$ cat src/rtl/clint_pkg.sv
// Shared constants for the CLINT-style timer: register map, CTRL field layout
// and reset values.
package clint_pkg;

  localparam int unsigned ADDR_MTIME_LO = 0;
  localparam int unsigned ADDR_MTIME_HI = 1;
  localparam int unsigned ADDR_CTRL     = 2;
  localparam int unsigned ADDR_MSIP     = 3;
  localparam int unsigned ADDR_CMP_BASE = 4;

  localparam int unsigned CTRL_EN_BIT  = 0;
  localparam int unsigned CTRL_DIV_LSB = 8;

  localparam logic [63:0] MTIMECMP_RESET = 64'hFFFF_FFFF_FFFF_FFFF;

  // Word address of the LO (hi=0) or HI (hi=1) half of a hart's mtimecmp
  function automatic int unsigned cmp_addr(input int unsigned hart, input logic hi);
    return ADDR_CMP_BASE + 2 * hart + (hi ? 1 : 0);
  endfunction

endpackage

$ cat src/rtl/clint_timer_tick_prescaler.sv
// Programmable divider producing a one-cycle tick every (div+1) enabled cycles.
// The tick is combinational so mtime advances at the end of the counter==div cycle.
module tick_prescaler #(
  parameter int PRESCALE_W = 8
) (
  input  logic                  clk,
  input  logic                  rst,
  input  logic                  en,
  input  logic [PRESCALE_W-1:0] div,
  input  logic                  clr,
  output logic                  tick
);

  logic [PRESCALE_W-1:0] cnt_reg;
  logic                  at_div;

  assign at_div = (cnt_reg == div);
  // A CTRL write restarts the count, so the old setting never produces a tick
  assign tick   = en && !clr && at_div;

  always_ff @(posedge clk or posedge rst) begin
    if (rst) begin
      cnt_reg <= '0;
    end else if (clr || !en || at_div) begin
      cnt_reg <= '0;
    end else begin
      cnt_reg <= cnt_reg + 1'b1;
    end
  end

endmodule

$ cat src/rtl/clint_timer.sv
// Shared 64-bit mtime with per-hart mtimecmp/mtip and msip, prescaled counting,
// atomic 64-bit writes through a write shadow and coherent reads through a read shadow.
module clint_timer
  import clint_pkg::*;
#(
  parameter int NUM_HARTS  = 2,
  parameter int PRESCALE_W = 8,
  parameter int ADDR_W     = 5
) (
  input  logic                 clk,
  input  logic                 rst,
  input  logic                 req_valid,
  input  logic                 req_write,
  input  logic [ADDR_W-1:0]    req_addr,
  input  logic [31:0]          req_wdata,
  output logic                 rsp_valid,
  output logic [31:0]          rsp_rdata,
  output logic                 rsp_err,
  output logic [NUM_HARTS-1:0] mtip,
  output logic [NUM_HARTS-1:0] msip
);

  generate
    if (NUM_HARTS < 1 || NUM_HARTS > 8) begin : g_bad_harts
      $error("clint_timer: NUM_HARTS must be 1..8");
    end
    if ((4 + 2 * NUM_HARTS) > (2 ** ADDR_W)) begin : g_bad_addr
      $error("clint_timer: ADDR_W too small for the register map");
    end
    if ((CTRL_DIV_LSB + PRESCALE_W) > 32) begin : g_bad_div
      $error("clint_timer: PRESCALE_W does not fit in CTRL");
    end
  endgenerate

  logic                  wr_en;
  logic                  rd_en;
  logic                  hit_mtime_lo;
  logic                  hit_mtime_hi;
  logic                  hit_ctrl;
  logic                  hit_msip;
  logic [NUM_HARTS-1:0]  hit_cmp_lo;
  logic [NUM_HARTS-1:0]  hit_cmp_hi;
  logic                  mapped;

  logic [63:0]           mtime_reg;
  logic [63:0]           mtime_next;
  logic [31:0]           wr_shadow_reg;
  logic [31:0]           rd_shadow_reg;
  logic                  en_reg;
  logic [PRESCALE_W-1:0] div_reg;
  logic [NUM_HARTS-1:0]  msip_reg;
  logic                  tick;

  logic                  rsp_valid_reg;
  logic [31:0]           rsp_rdata_reg;
  logic                  rsp_err_reg;
  logic [31:0]           rdata_next;

  logic [63:0]           cmp_val [NUM_HARTS];

  assign wr_en = req_valid && req_write;
  assign rd_en = req_valid && !req_write;

  assign hit_mtime_lo = (req_addr == ADDR_W'(ADDR_MTIME_LO));
  assign hit_mtime_hi = (req_addr == ADDR_W'(ADDR_MTIME_HI));
  assign hit_ctrl     = (req_addr == ADDR_W'(ADDR_CTRL));
  assign hit_msip     = (req_addr == ADDR_W'(ADDR_MSIP));
  assign mapped       = hit_mtime_lo || hit_mtime_hi || hit_ctrl || hit_msip
                        || (|hit_cmp_lo) || (|hit_cmp_hi);

  tick_prescaler #(
    .PRESCALE_W (PRESCALE_W)
  ) u_prescaler (
    .clk  (clk),
    .rst  (rst),
    .en   (en_reg),
    .div  (div_reg),
    .clr  (wr_en && hit_ctrl),
    .tick (tick)
  );

  // A committed mtime write wins over a tick in the same cycle
  always_comb begin
    mtime_next = mtime_reg;
    if (wr_en && hit_mtime_hi) begin
      mtime_next = {req_wdata, wr_shadow_reg};
    end else if (tick) begin
      mtime_next = mtime_reg + 64'd1;
    end
  end

  always_ff @(posedge clk or posedge rst) begin
    if (rst) begin
      mtime_reg     <= '0;
      wr_shadow_reg <= '0;
      rd_shadow_reg <= '0;
      en_reg        <= 1'b0;
      div_reg       <= '0;
      msip_reg      <= '0;
    end else begin
      mtime_reg <= mtime_next;
      if (wr_en && (hit_mtime_lo || (|hit_cmp_lo))) begin
        wr_shadow_reg <= req_wdata;
      end
      if (rd_en && hit_mtime_lo) begin
        rd_shadow_reg <= mtime_reg[63:32];
      end
      if (wr_en && hit_ctrl) begin
        en_reg  <= req_wdata[CTRL_EN_BIT];
        div_reg <= req_wdata[CTRL_DIV_LSB +: PRESCALE_W];
      end
      if (wr_en && hit_msip) begin
        msip_reg <= req_wdata[NUM_HARTS-1:0];
      end
    end
  end

  generate
    for (genvar gi = 0; gi < NUM_HARTS; gi++) begin : g_hart
      logic [63:0] cmp_reg;
      logic        mtip_reg;

      assign hit_cmp_lo[gi] = (req_addr == ADDR_W'(cmp_addr(gi, 1'b0)));
      assign hit_cmp_hi[gi] = (req_addr == ADDR_W'(cmp_addr(gi, 1'b1)));

      always_ff @(posedge clk or posedge rst) begin
        if (rst) begin
          cmp_reg  <= MTIMECMP_RESET;
          mtip_reg <= 1'b0;
        end else begin
          if (wr_en && hit_cmp_hi[gi]) begin
            cmp_reg <= {req_wdata, wr_shadow_reg};
          end
          mtip_reg <= (mtime_reg >= cmp_reg);
        end
      end

      assign cmp_val[gi] = cmp_reg;
      assign mtip[gi]    = mtip_reg;
    end
  endgenerate

  // MTIME_HI returns the snapshot taken by the last MTIME_LO read
  always_comb begin
    rdata_next = '0;
    if (rd_en) begin
      if (hit_mtime_lo) rdata_next = mtime_reg[31:0];
      if (hit_mtime_hi) rdata_next = rd_shadow_reg;
      if (hit_ctrl) begin
        rdata_next[CTRL_EN_BIT]                 = en_reg;
        rdata_next[CTRL_DIV_LSB +: PRESCALE_W]  = div_reg;
      end
      if (hit_msip) rdata_next[NUM_HARTS-1:0] = msip_reg;
      for (int h = 0; h < NUM_HARTS; h++) begin
        if (hit_cmp_lo[h]) rdata_next = cmp_val[h][31:0];
        if (hit_cmp_hi[h]) rdata_next = cmp_val[h][63:32];
      end
    end
  end

  always_ff @(posedge clk or posedge rst) begin
    if (rst) begin
      rsp_valid_reg <= 1'b0;
      rsp_rdata_reg <= '0;
      rsp_err_reg   <= 1'b0;
    end else begin
      rsp_valid_reg <= req_valid;
      rsp_rdata_reg <= rdata_next;
      rsp_err_reg   <= req_valid && !mapped;
    end
  end

  assign rsp_valid = rsp_valid_reg;
  assign rsp_rdata = rsp_rdata_reg;
  assign rsp_err   = rsp_err_reg;
  assign msip      = msip_reg;

endmodule

$ cat config.mk
export PLATFORM = sky130hd
export DESIGN_NAME = clint_timer
export DESIGN_NICKNAME = d
export VERILOG_FILES = /design/src/rtl/clint_pkg.sv /design/src/rtl/clint_timer_tick_prescaler.sv /design/src/rtl/clint_timer.sv
export SDC_FILE = /design/constraint.sdc
export NUM_CORES = 1
export LEC_CHECK = 0
export ABC_CLOCK_PERIOD_IN_PS = 32000
export CORE_ASPECT_RATIO = 0.7
export CORE_MARGIN = 2
export CORE_UTILIZATION = 44
export DETAILED_ROUTE_END_ITERATION = 12
export PLACE_DENSITY = 0.59
export REMOVE_ABC_BUFFERS = 1
export SLEW_MARGIN = 20
export SYNTH_ARGS = -nofsm -noshare
export SYNTH_HDL_FRONTEND = slang
export SYNTH_SLANG_ARGS = --single-unit
$ cat constraint.sdc
create_clock -name clk -period 32 [get_ports clk]
set_input_delay 8 -clock clk [delete_from_list [all_inputs] [get_ports clk]]
set_output_delay 8 -clock clk [all_outputs]
set_load 0.02 [all_outputs]
### Yosys cells after proc, flatten, opt, wreduce, memory -nomap -nowiden

Cells that the tools add are included.

* register bits after elaboration: 311
* bits of input ports: 41
* output and inout port bits: 38
* logic and storage cells: 67

* add/subtract/negate cells: 2
* $lt $le $gt $ge: 2
* equality and inequality tests: 8
* muxes and demuxes: 13
* reductions and logical operators: 28

Operator list (count)
* 32-bit two-way mux: 7
* 64-bit >= comparator: 2
* 64-bit two-way mux: 2
* 64-bit by 1-bit adder with 64-bit output, second input constant: 1
* 5-bit by 3-bit == test with 1-bit output, second input constant: 4
* 8-bit two-way mux: 2
* 1-bit logical AND: 12
* 5-bit by 2-bit == test with 1-bit output, second input constant: 2
* 8-bit by 1-bit adder with 8-bit output, second input constant: 1
* 8-bit == test: 1
* 1-bit logical OR: 8
* 5-bit by 1-bit == test with 1-bit output, second input constant: 1
* 5-bit logical NOT: 1
* 1-bit logical NOT: 4
* 2-bit OR reduction: 2
* 2-bit two-way mux: 1
* 2-bit nonzero test: 1
* 1-bit two-way mux: 1

### Longest topological paths before layout

Gate-level depths: netlist of run 1.

* word-level depth: 10
* mapped depth: 9
* mapped depth without buffers: 8

### Hierarchy

A second synthesis of run 1 with hierarchy kept.

* cell total of the unflattened synthesis: 1720
* area total of the unflattened synthesis: 17574.4 µm²

Modules (own cells, without submodules)
* clint_timer: instances 1, cells each 1672, area each 17050.1 µm², seq. area each 7742.4 µm²
* tick_prescaler: instances 1, cells each 48, area each 524.3 µm², seq. area each 200.2 µm²

### Least setup slack after synthesis of run 1

Ideal clock, no wire load.

* path type: in2reg
* from: input req_addr[1]
* to: register mtime_reg[55]
* setup time: 125 ps
* data arrival time: 9548 ps
* data required time: 31875 ps
* setup slack: 22328 ps
* cell stages on the path: 8
* path buffers: 2
* path through: buf_4 or4b_4 o21ai_4 nor4_1 buf_4 nand4_1 xnor2_1 mux2_2

* word-level cells in the longest chain between the ends: 6
* elaborated cells between the ends (all ways): 9
* classes of those cells: 2 x eq/ne; 1 x mux; 6 x reduce/logical

RTL lines
* start: declaration: line clint_timer.sv:14 `input logic [ADDR_W-1:0] req_addr,`
* 5-bit by 2-bit == test with 1-bit output: line clint_timer.sv:66 `assign hit_ctrl = (req_addr == ADDR_W'(ADDR_CTRL));`
* 1-bit logical AND: line clint_timer.sv:78 `.clr (wr_en && hit_ctrl),`
* 1-bit logical NOT: line clint_timer_tick_prescaler.sv:19 `assign tick = en && !clr && at_div;`
* 1-bit logical AND (2 in a row): line clint_timer_tick_prescaler.sv:19
* 2-bit nonzero test (no source line)
* end signal: assignment: line clint_timer.sv:101 `mtime_reg <= mtime_next;`
* end: declaration: line clint_timer.sv:45 `logic [63:0] mtime_reg;`

Several ways; a longest one is shown, not always the timed one.
A chain may end at the register's enable or synchronous reset.

### Worst setup path in the final report of run 1

* from: input req_addr[0]
* to: register mtime_reg[55]

Same word-level chain as after synthesis.

==> results of run 1 <==
[path summary, 6_finish.rpt]
| check | start | endpoint | slack [ps] | cells after the start |
|---|---|---|---|---|
| min | rd_shadow_reg[14]$_DFFE_PP0P_ | rd_shadow_reg[14]$_DFFE_PP0P_ | 500 | 1 |
| max | req_addr[0] | mtime_reg[55]$_DFFE_PP0P_ | 21060 | 6 |
| max reg2reg | mtime_reg[16]$_DFFE_PP0P_ | mtime_reg[58]$_DFFE_PP0P_ | 28330 | 6 |
| min in group asynchronous | rst | wr_shadow_reg[1]$_DFFE_PP0P_ | 8000 | 2 |
| max in group asynchronous | rst | wr_shadow_reg[19]$_DFFE_PP0P_ | 22470 | 3 |
| min reg2reg | rd_shadow_reg[14]$_DFFE_PP0P_ | rd_shadow_reg[14]$_DFFE_PP0P_ | 500 | 1 |
[metrics by stage]
step           hold slack, ps  utilization  cell area (µm²)
2_1_floorplan           450.2            -            17420
3_3_place_gp            478.5       0.4790            19080
3_5_place_dp            483.9       0.4790            19080
4_1_cts                 503.2       0.5063            20170
5_1_grt                 518.8       0.5067            20190
6_report                501.1       0.5067            20190
[power groups by stage]
stage | logic, µW | clock network (µW) | registers, µW
floorplan | 144 | 0 | 506
global placement | 215 | 0 | 521
detailed placement | 220 | 0 | 522
CTS | 222 | 405 | 516
global route | 250 | 421 | 525
finish | 224 | 397 | 518
[cell families after synthesis]
logic type      after synthesis
xor+xnor                     66
flops                       311
fa+ha+maj                   130
buf+inv                     223
simple gates                533
compound gates              364
mux                         157
[worst max-delay path: stages]
cell and delay [ps]:
buf_2 510, buf_4 630, nand2b_1 280, nor2_4 670, nand3_1 750, mux2_2 510
[per-layer routing]
layer	track usage	vias up	part of all wire
met2	0.3815	474	0.41
met5	0	-	0
li1	-	6472	-
met3	0.06689	91	0.083
met4	0.07344	0	0.023
met1	0.4038	7103	0.49
[area by class of cell]
cell class,instances,area (µm²)
clock buffer,54,997.2
clock inverter,7,92.59
fill,3703,19660
inverter,135,514.2
multi-input combinational,1250,9030
sequential,311,7943
tap,535,669.4
timing repair buffer,100,939.7
[synth_stat cells (7+ instances only)]
master and n:
a211o_1 10, nand2_1 210, nand3_1 86, mux2_1 52, or4_1 7, xnor2_1 13, a21oi_1 79, and3_1 16
clkbuf_1 44, nor2b_1 9, dfstp_2 128, o21ai_0 131, buf_2 31, o21ai_1 21, a22oi_1 25, nor2_1 41
inv_1 135, mux2_2 88, o22ai_1 29, nor4_1 7, a2111oi_0 19, dfrtp_1 183, xor2_1 53, and2_1 7
nor3_1 23, or2_2 10, nand4_1 44, mux2i_1 15, nand3b_1 24, a21o_1 8, ha_1 130, and4_1 12
==> impl_metrics.csv, run 1 <==
group,metric,value,unit
drt,drt_wl_total,56110,µm
yosys,ys_types,73,
clock_tree,cts_tree,"done",
clock_tree,cts.clk_slew.worst_paths,60,ps
timing,rsz0062_at_grt,"false",
die,fp.dieH,172.4,µm
yosys,netlist_area,0.01782,mm²
pwr,switching_share,0.3094,
job,drv_cap,0,
yosys,synthCells,1784,
finish,drive_gt1_frac,0.1772,
yosys,synth_xor_area_frac,0.03244,
grt,grt_pass1_vias,13830,
die,num_rows,61,
grt,grt_overflow,0,
yosys,async_flop_share,1.000,
yosys,synth.yosys.warnings,0,
yosys,synth_top_area_frac,0.2570,
critical_path,cp_max_fo,50,
clock_tree,cts_resized,0,
placement,port-buffer-count,78,
timing,worst-slew-pin-transition,1117,ps
yosys,ys_ff_latch,311,
finish,final_cell_mix,"nand2_1 (210), dfrtp_1 (183), inv_1 (134), o21ai_0 (131), ha_1 (130)",
drt,vias,14140,
outcome,status,"complete, no violations",
finish,largest_reg_flops,128,
grt,grt_max_degree,104,
finish,finalNetCount,2003,
finish,synthToLayoutAreaGrowth,13.28,%
pwr,p_int,786.4,µW
drt,dr.pass1.iters,5,
timing,setup_tns,0,ps
placement,hpwl,38420,µm
pwr,combPwrFrac,0.197,
critical_path,arrival,11360,ps
die,core,0.03984,mm²
pwr,seqPwrFrac,0.455,
grt,grt_pass1_wl,85110,µm
clock_tree,cts_hold_buffers,0,
grt,grt_usage,0.2690,
drt,drcViolationCount,0,
critical_path,end_kind,"flop",
drt,vias_per_cell,5.911,
worst_hold_path,hold_path_class,"flop to flop",
drt,drt_iter0_markers,1225,
yosys,synth_top_family_by_area,"simple AND/OR/NAND/NOR gates",
yosys,synth_top_area_cell,"dfrtp_1",
finish,fin_cells,2392,
yosys,syn_avg_cell_area,9.989,µm²
timing,max_slew_margin,0.2476,
clock_tree,root_buffer,"clkbuf_16",
drt,ant_nets,0,
yosys,synth_simple_gate_area_frac,0.1571,
yosys,synth_fa_ha_area_frac,0.09128,
timing,max_freq,91.40,MHz
drt,wl_per_cell,23.46,µm
pwr,ir_worst_vdd,42.10,µV
yosys,seq_area_frac_synth,0.4457,
pwr,fin_total_pwr,1139,µW
clock_tree,cts_made_buffers,34,
finish,n_antenna_cell,0,
die,ios,79,
pwr,p_leak,0.008763,µW
timing,finalWorstSetupSlack,21060,ps
yosys,synth-main-ff-cell,"dfrtp_1",
timing,period_needed,10940,ps
placement,dp.cells,2330,
timing,skew,19.84,ps
critical_path,start_kind,"input port",
pwr,p_clk_frac,0.349,
pwr,switching_power,352.3,µW
timing,setup_viol,0,
die,dieArea,0.04215,mm²
clock_tree,clock_path_buffers,3,
placement,gp_congestion,0.9428,
yosys,synth_compound_area_frac,0.1232,
die,die_w,244.5,µm
placement,post-place-ws,20420,ps
timing,finalMaxSlewViolations,0,
clock_tree,clkLatencyLatePin,530,ps
timing,finalHoldViolCount,0,
clock_tree,cts_setup_buffers,0,
yosys,synth_edf_count,0,
timing,fin_crit_sh,0.3419,
die,start_util,0.4473,
yosys,synthMuxAreaShare,0.09942,
critical_path,critPathKind,"input port to flop",
critical_path,worstPathRequired,32420,ps
yosys,yosys-top-cells-area,"dfrtp_1 (26%), dfstp_2 (19%), ha_1 (9.1%)",
finish,layout_commonest_cell,"nand2_1",
grt,antenna_found_initial,0,
clock_tree,htreeDepth,2,
pwr,pwr_density_cell,56.41,mW/mm²
clock_tree,clock-sinks,311,
Power figures use the tool's default switching activity.
==> run 2: changes to the inputs <==
ABC_CLOCK_PERIOD_IN_PS = 9100   (was 32000)
PLACE_DENSITY = 0.61   (was 0.59)
clock period = 9.1 ns   (was 32 ns; I/O delays follow)
==> impl_metrics.csv, run 2 (synthesized netlist as in run 1, its figures left out) <==
group,metric,value,unit
outcome,status,"complete, no violations",
grt,grt_overflow,0,
critical_path,crit_path_frequent_cell,"buf_4",
clock_tree,htreeDepth,2,
die,die_w,244.5,µm
critical_path,critical_path.cell_chain,"clkdlybuf4s50_1 > or3_4 > nor3_2 > buf_4 > nand2_1 > buf_4 > mux2_1",
grt,grt_util_met2,0.3807,
timing,setup_viol,0,
placement,gp_congestion,0.9180,
critical_path,critPathKind,"input port to flop",
clock_tree,cts_hold_buffers,0,
critical_path,path_delay_family,"simple AND/OR/NAND/NOR gates",
drt,drt_iter0_markers,1274,
job,drv_cap,0,
drt,ant_nets,0,
critical_path,arrival,5590,ps
timing,max_freq,193.4,MHz
grt,grt_max_degree,145,
critical_path,start_kind,"input port",
timing,finalWorstSetupSlack,3930,ps
critical_path,cp_max_fo,25,
critical_path,critPathMaxStageDelay,690,ps
pwr,pwr_density_cell,202.4,mW/mm²
critical_path,slowest_stage,"nor3_2",
grt,grt_pass1_vias,13780,
grt,gr-usage-met1,0.4002,
die,core,0.03984,mm²
finish,final_cell_mix,"nand2_1 (210), dfrtp_1 (183), inv_1 (134), o21ai_0 (131), ha_1 (130)",
timing,fin_crit_sh,0.5682,
clock_tree,cts_tree,"done",
timing,worst-slew-pin-transition,1127,ps
grt,grt_usage,0.2657,
pwr,combPwrFrac,0.191,
clock_tree,clock-sinks,311,
timing,finalMaxSlewViolations,0,
die,num_rows,61,
timing,rsz0062_at_grt,"false",
drt,vias,14150,
clock_tree,cts_made_buffers,34,
timing,skew,16.77,ps
timing,period_needed,5171,ps
drt,vias_per_cell,5.907,
grt,busiest_layer,"met1",
critical_path,worstPathRequired,9510,ps
drt,drcViolationCount,0,
worst_hold_path,hold_path_class,"flop to flop",
placement,post-place-ws,3401,ps
timing,finalHoldViolCount,0,
die,fp.dieH,172.4,µm
finish,drive_gt1_frac,0.1828,
timing,max_slew_margin,0.2405,
finish,final_cell_area,0.02037,mm²
drt,drt_wl_total,54930,µm
finish,fillers,3646,
finish,synthToLayoutAreaGrowth,14.31,%
pwr,ir_worst_vdd,114.1,µV
finish,utilization,0.5113,
pwr,p_int,2881,µW
pwr,fin_total_pwr,4122,µW
grt,antenna_found_initial,0,
grt,use_met3,0.06550,
clock_tree,cts.clk_slew.worst_paths,60,ps
placement,hpwl,38020,µm
placement,dpl-instance-area,0.01912,mm²
critical_path,end_kind,"flop",
placement,port-buffer-count,78,
clock_tree,clkLatencyLatePin,530,ps
finish,multi_input_area,0.009030,mm²
clock_tree,cts_resized,0,
pwr,p_leak,0.008856,µW
finish,n_antenna_cell,0,
pwr,switching_power,1241,µW
critical_path,crit_buf_inv,3,
die,dieArea,0.04215,mm²
finish,seq_area,0.007943,mm²
pwr,switching_share,0.3010,
clock_tree,clock_path_buffers,3,
finish,layout_commonest_cell,"nand2_1",
finish,finalNetCount,2005,
die,start_util,0.4473,
grt,grt_pass1_wl,84740,µm
drt,dr.pass1.iters,5,
drt,wl_per_cell,22.94,µm
pwr,p_clk_frac,0.368,
finish,largest_reg_flops,128,
clock_tree,root_buffer,"clkbuf_16",
pwr,seqPwrFrac,0.441,
clock_tree,cts_setup_buffers,0,
die,ios,79,
==> run 2: cell types whose count changed in the layout (fill, tap and decap cells not counted), moves of 3 or more <==
cell and delta:
clkbuf_1 -8, bufinv_16 +3, clkbuf_16 +3, clkinv_2 +6
==> run 2: routing by layer <==
metal,up-vias,share of wire
met5,-,0
met4,0,0.020
met3,78,0.088
met2,539,0.42
met1,7060,0.48
li1,6471,-
==> run 2: power groups by stage <==
stage	sequential, µW	clock (µW)	combinational, µW
6_report	1820	1520	786
5_1_grt	1850	1600	877
4_1_cts	1810	1550	777
3_5_place_dp	1840	0	772
3_3_place_gp	1830	0	748
2_1_floorplan	1780	0	505
==> run 2: cell type report <==
cell class / count / share of cell area
clock inverter: 15 / 0.009951
timing repair buffer: 102 / 0.04889
clock buffer: 47 / 0.04982
tap: 535 / 0.03286
multi-input combinational: 1250 / 0.4433
inverter: 135 / 0.02525
sequential: 311 / 0.3899
==> run 2: metrics by stage <==
step | setup TNS (ps) | std cells | hold WS [ps]
detailed placement | 0 | 2332 | 481.6
CTS | 0 | 2394 | 496.3
global route | 0 | 2395 | 515.9
finish | 0 | 2395 | 496.5
global placement | 0 | 2332 | 480.2
floorplan | -286260 | 1696 | 450.2
==> run 2: worst paths after layout <==
path	from	end	slack, ps	cells after the start
worst max-delay path	req_addr[4]	rd_shadow_reg[13]$_DFFE_PP0P_	3930	7
worst min-delay path	rd_shadow_reg[15]$_DFFE_PP0P_	rd_shadow_reg[15]$_DFFE_PP0P_	500	1
worst max register to register	mtime_reg[16]$_DFFE_PP0P_	mtime_reg[60]$_DFFE_PP0P_	5310	6
worst min register to register	rd_shadow_reg[15]$_DFFE_PP0P_	rd_shadow_reg[15]$_DFFE_PP0P_	500	1
max in group asynchronous	rst	rd_shadow_reg[16]$_DFFE_PP0P_	5340	3
min in group asynchronous	rst	mtime_reg[2]$_DFFE_PP0P_	2240	2
==> run 3: changes to the inputs <==
ABC_CLOCK_PERIOD_IN_PS = 4520   (was 9100)
clock period = 4.52 ns   (was 9.1 ns; I/O delays follow)
==> impl_metrics.csv, run 3 (synthesized netlist as in run 1, its figures left out) <==
group,metric,value,unit
grt,grt_pass1_wl,86690,µm
placement,dp.cells,2343,
drt,ant_nets,0,
die,core,0.03984,mm²
clock_tree,cts_made_buffers,34,
die,num_rows,61,
critical_path,cp_max_fo,12,
pwr,seqPwrFrac,0.441,
drt,drcViolationCount,0,
critical_path,r2r-start,"g_hart[1].cmp_reg[15]$_DFFE_PP1P_",
placement,hpwl,39840,µm
drt,dr.pass1.iters,5,
finish,largest_reg_flops,128,
pwr,combPwrFrac,0.193,
pwr,switching_share,0.3037,
critical_path,end_kind,"flop",
placement,gp_congestion,0.9061,
critical_path,arrival,3760,ps
pwr,pwr_density_cell,406.6,mW/mm²
clock_tree,cts_resized,0,
finish,n_antenna_cell,0,
finish,layout_commonest_cell,"nand2_1",
timing,setup_viol,0,
worst_hold_path,hp-start,"rd_shadow_reg[15]$_DFFE_PP0P_",
timing,max_freq,294.8,MHz
timing,finalMaxSlewViolations,0,
critical_path,start_kind,"input port",
pwr,p_leak,0.008894,µW
timing,worst-slew-pin-transition,1194,ps
die,dieArea,0.04215,mm²
drt,vias_per_cell,5.921,
placement,port-buffer-count,78,
placement,post-place-ws,607.1,ps
pwr,ir_worst_vdd,255.0,µV
critical_path,cp-startpoint,"req_addr[4]",
pwr,p_clk_frac,0.366,
clock_tree,cts_tree,"done",
clock_tree,cts.clk_slew.worst_paths,60,ps
finish,fin_cells,2405,
die,die_w,244.5,µm
pwr,switching_power,2523,µW
timing,skew,16.21,ps
critical_path,critPathKind,"input port to flop",
worst_hold_path,hold_path_class,"flop to flop",
grt,antenna_found_initial,0,
timing,rsz0062_at_grt,"false",
timing,finalWorstSetupSlack,1128,ps
drt,wl_per_cell,23.44,µm
timing,fin_crit_sh,0.7504,
grt,grt_pass1_vias,13940,
timing,finalHoldViolCount,0,
finish,synthToLayoutAreaGrowth,14.67,%
timing,period_needed,3392,ps
finish,utilization,0.5129,
grt,grt_max_degree,97,
drt,drt_wl_total,56380,µm
drt,drt_iter0_markers,1276,
clock_tree,cts_setup_buffers,0,
outcome,status,"complete, no violations",
drt,vias,14240,
timing,max_slew_margin,0.2010,
grt,grt_overflow,0,
timing,setup_tns,0,ps
critical_path,worstPathRequired,4890,ps
clock_tree,cts_hold_buffers,0,
clock_tree,clock_path_buffers,3,
pwr,fin_total_pwr,8309,µW
clock_tree,clock-sinks,311,
die,ios,79,
clock_tree,root_buffer,"clkbuf_16",
job,drv_cap,0,
grt,grt_usage,0.2733,
die,start_util,0.4473,
clock_tree,htreeDepth,2,
clock_tree,clkLatencyLatePin,540,ps
pwr,p_int,5786,µW
finish,finalNetCount,2015,
finish,drive_gt1_frac,0.1845,
finish,final_cell_mix,"nand2_1 (210), dfrtp_1 (183), inv_1 (134), o21ai_0 (130), ha_1 (130)",
die,fp.dieH,172.4,µm
-- run 3: power by group through the flow --
stage / Clock [µW] / Sequential, µW / Combinational, µW
6_report: 3040 / 3660 / 1610
5_1_grt: 3190 / 3720 / 1790
4_1_cts: 3090 / 3650 / 1590
3_5_place_dp: 0 / 3700 / 1580
3_3_place_gp: 0 / 3680 / 1540
2_1_floorplan: 0 / 3580 / 1020
-- run 3: routing by layer --
layer / up-vias / share of wire / global-route usage
met2: 546 / 0.42 / 0.3980
met1: 7113 / 0.49 / 0.4234
met3: 90 / 0.073 / 0.03849
li1: 6492 / - / -
met4: 0 / 0.021 / 0.06787
met5: - / 0 / 0
-- run 3: path summary, 6_finish.rpt --
| path | to | slack (ps) | cells after the start |
|---|---|---|---|
| hold reg to reg | rd_shadow_reg[15]$_DFFE_PP0P_ | 500 | 1 |
| setup reg to reg | g_hart[1].mtip_reg$_DFF_PP0_ | 1270 | 8 |
| hold / removal | rd_shadow_reg[15]$_DFFE_PP0P_ | 500 | 1 |
| min in group asynchronous | mtime_reg[2]$_DFFE_PP0P_ | 1130 | 2 |
| setup / recovery | rsp_rdata[18]$_DFF_PP0_ | 1130 | 9 |
| max in group asynchronous | g_hart[0].cmp_reg[46]$_DFFE_PP1P_ | 2460 | 3 |
-- run 3: cell type report --
| cell class | instances | area (µm²) |
|---|---|---|
| flip-flops and latches | 311 | 7943 |
| clock inverters | 8 | 140.1 |
| multi-input cells | 1250 | 9019 |
| repair buffers | 112 | 1089 |
| well taps | 535 | 669.4 |
| fillers | 3641 | 19410 |
| clock buffers | 54 | 1060 |
| inverters | 135 | 514.2 |
-- run 3: metrics by stage --
stage	hold slack [ps]	area [µm²]
2_1_floorplan	450.2	17420
3_3_place_gp	481.0	19230
3_5_place_dp	490.3	19230
4_1_cts	504.3	20430
5_1_grt	524.2	20430
6_report	500.8	20430
-- run 3: critical path, cell delays in order --
cell and delay [ps]:
clkdlybuf4s50_1 590, or3_4 590, nor3_2 130, buf_4 240
buf_4 260, a22oi_1 120, nand3b_1 110, a21oi_1 60
a2111oi_0 510
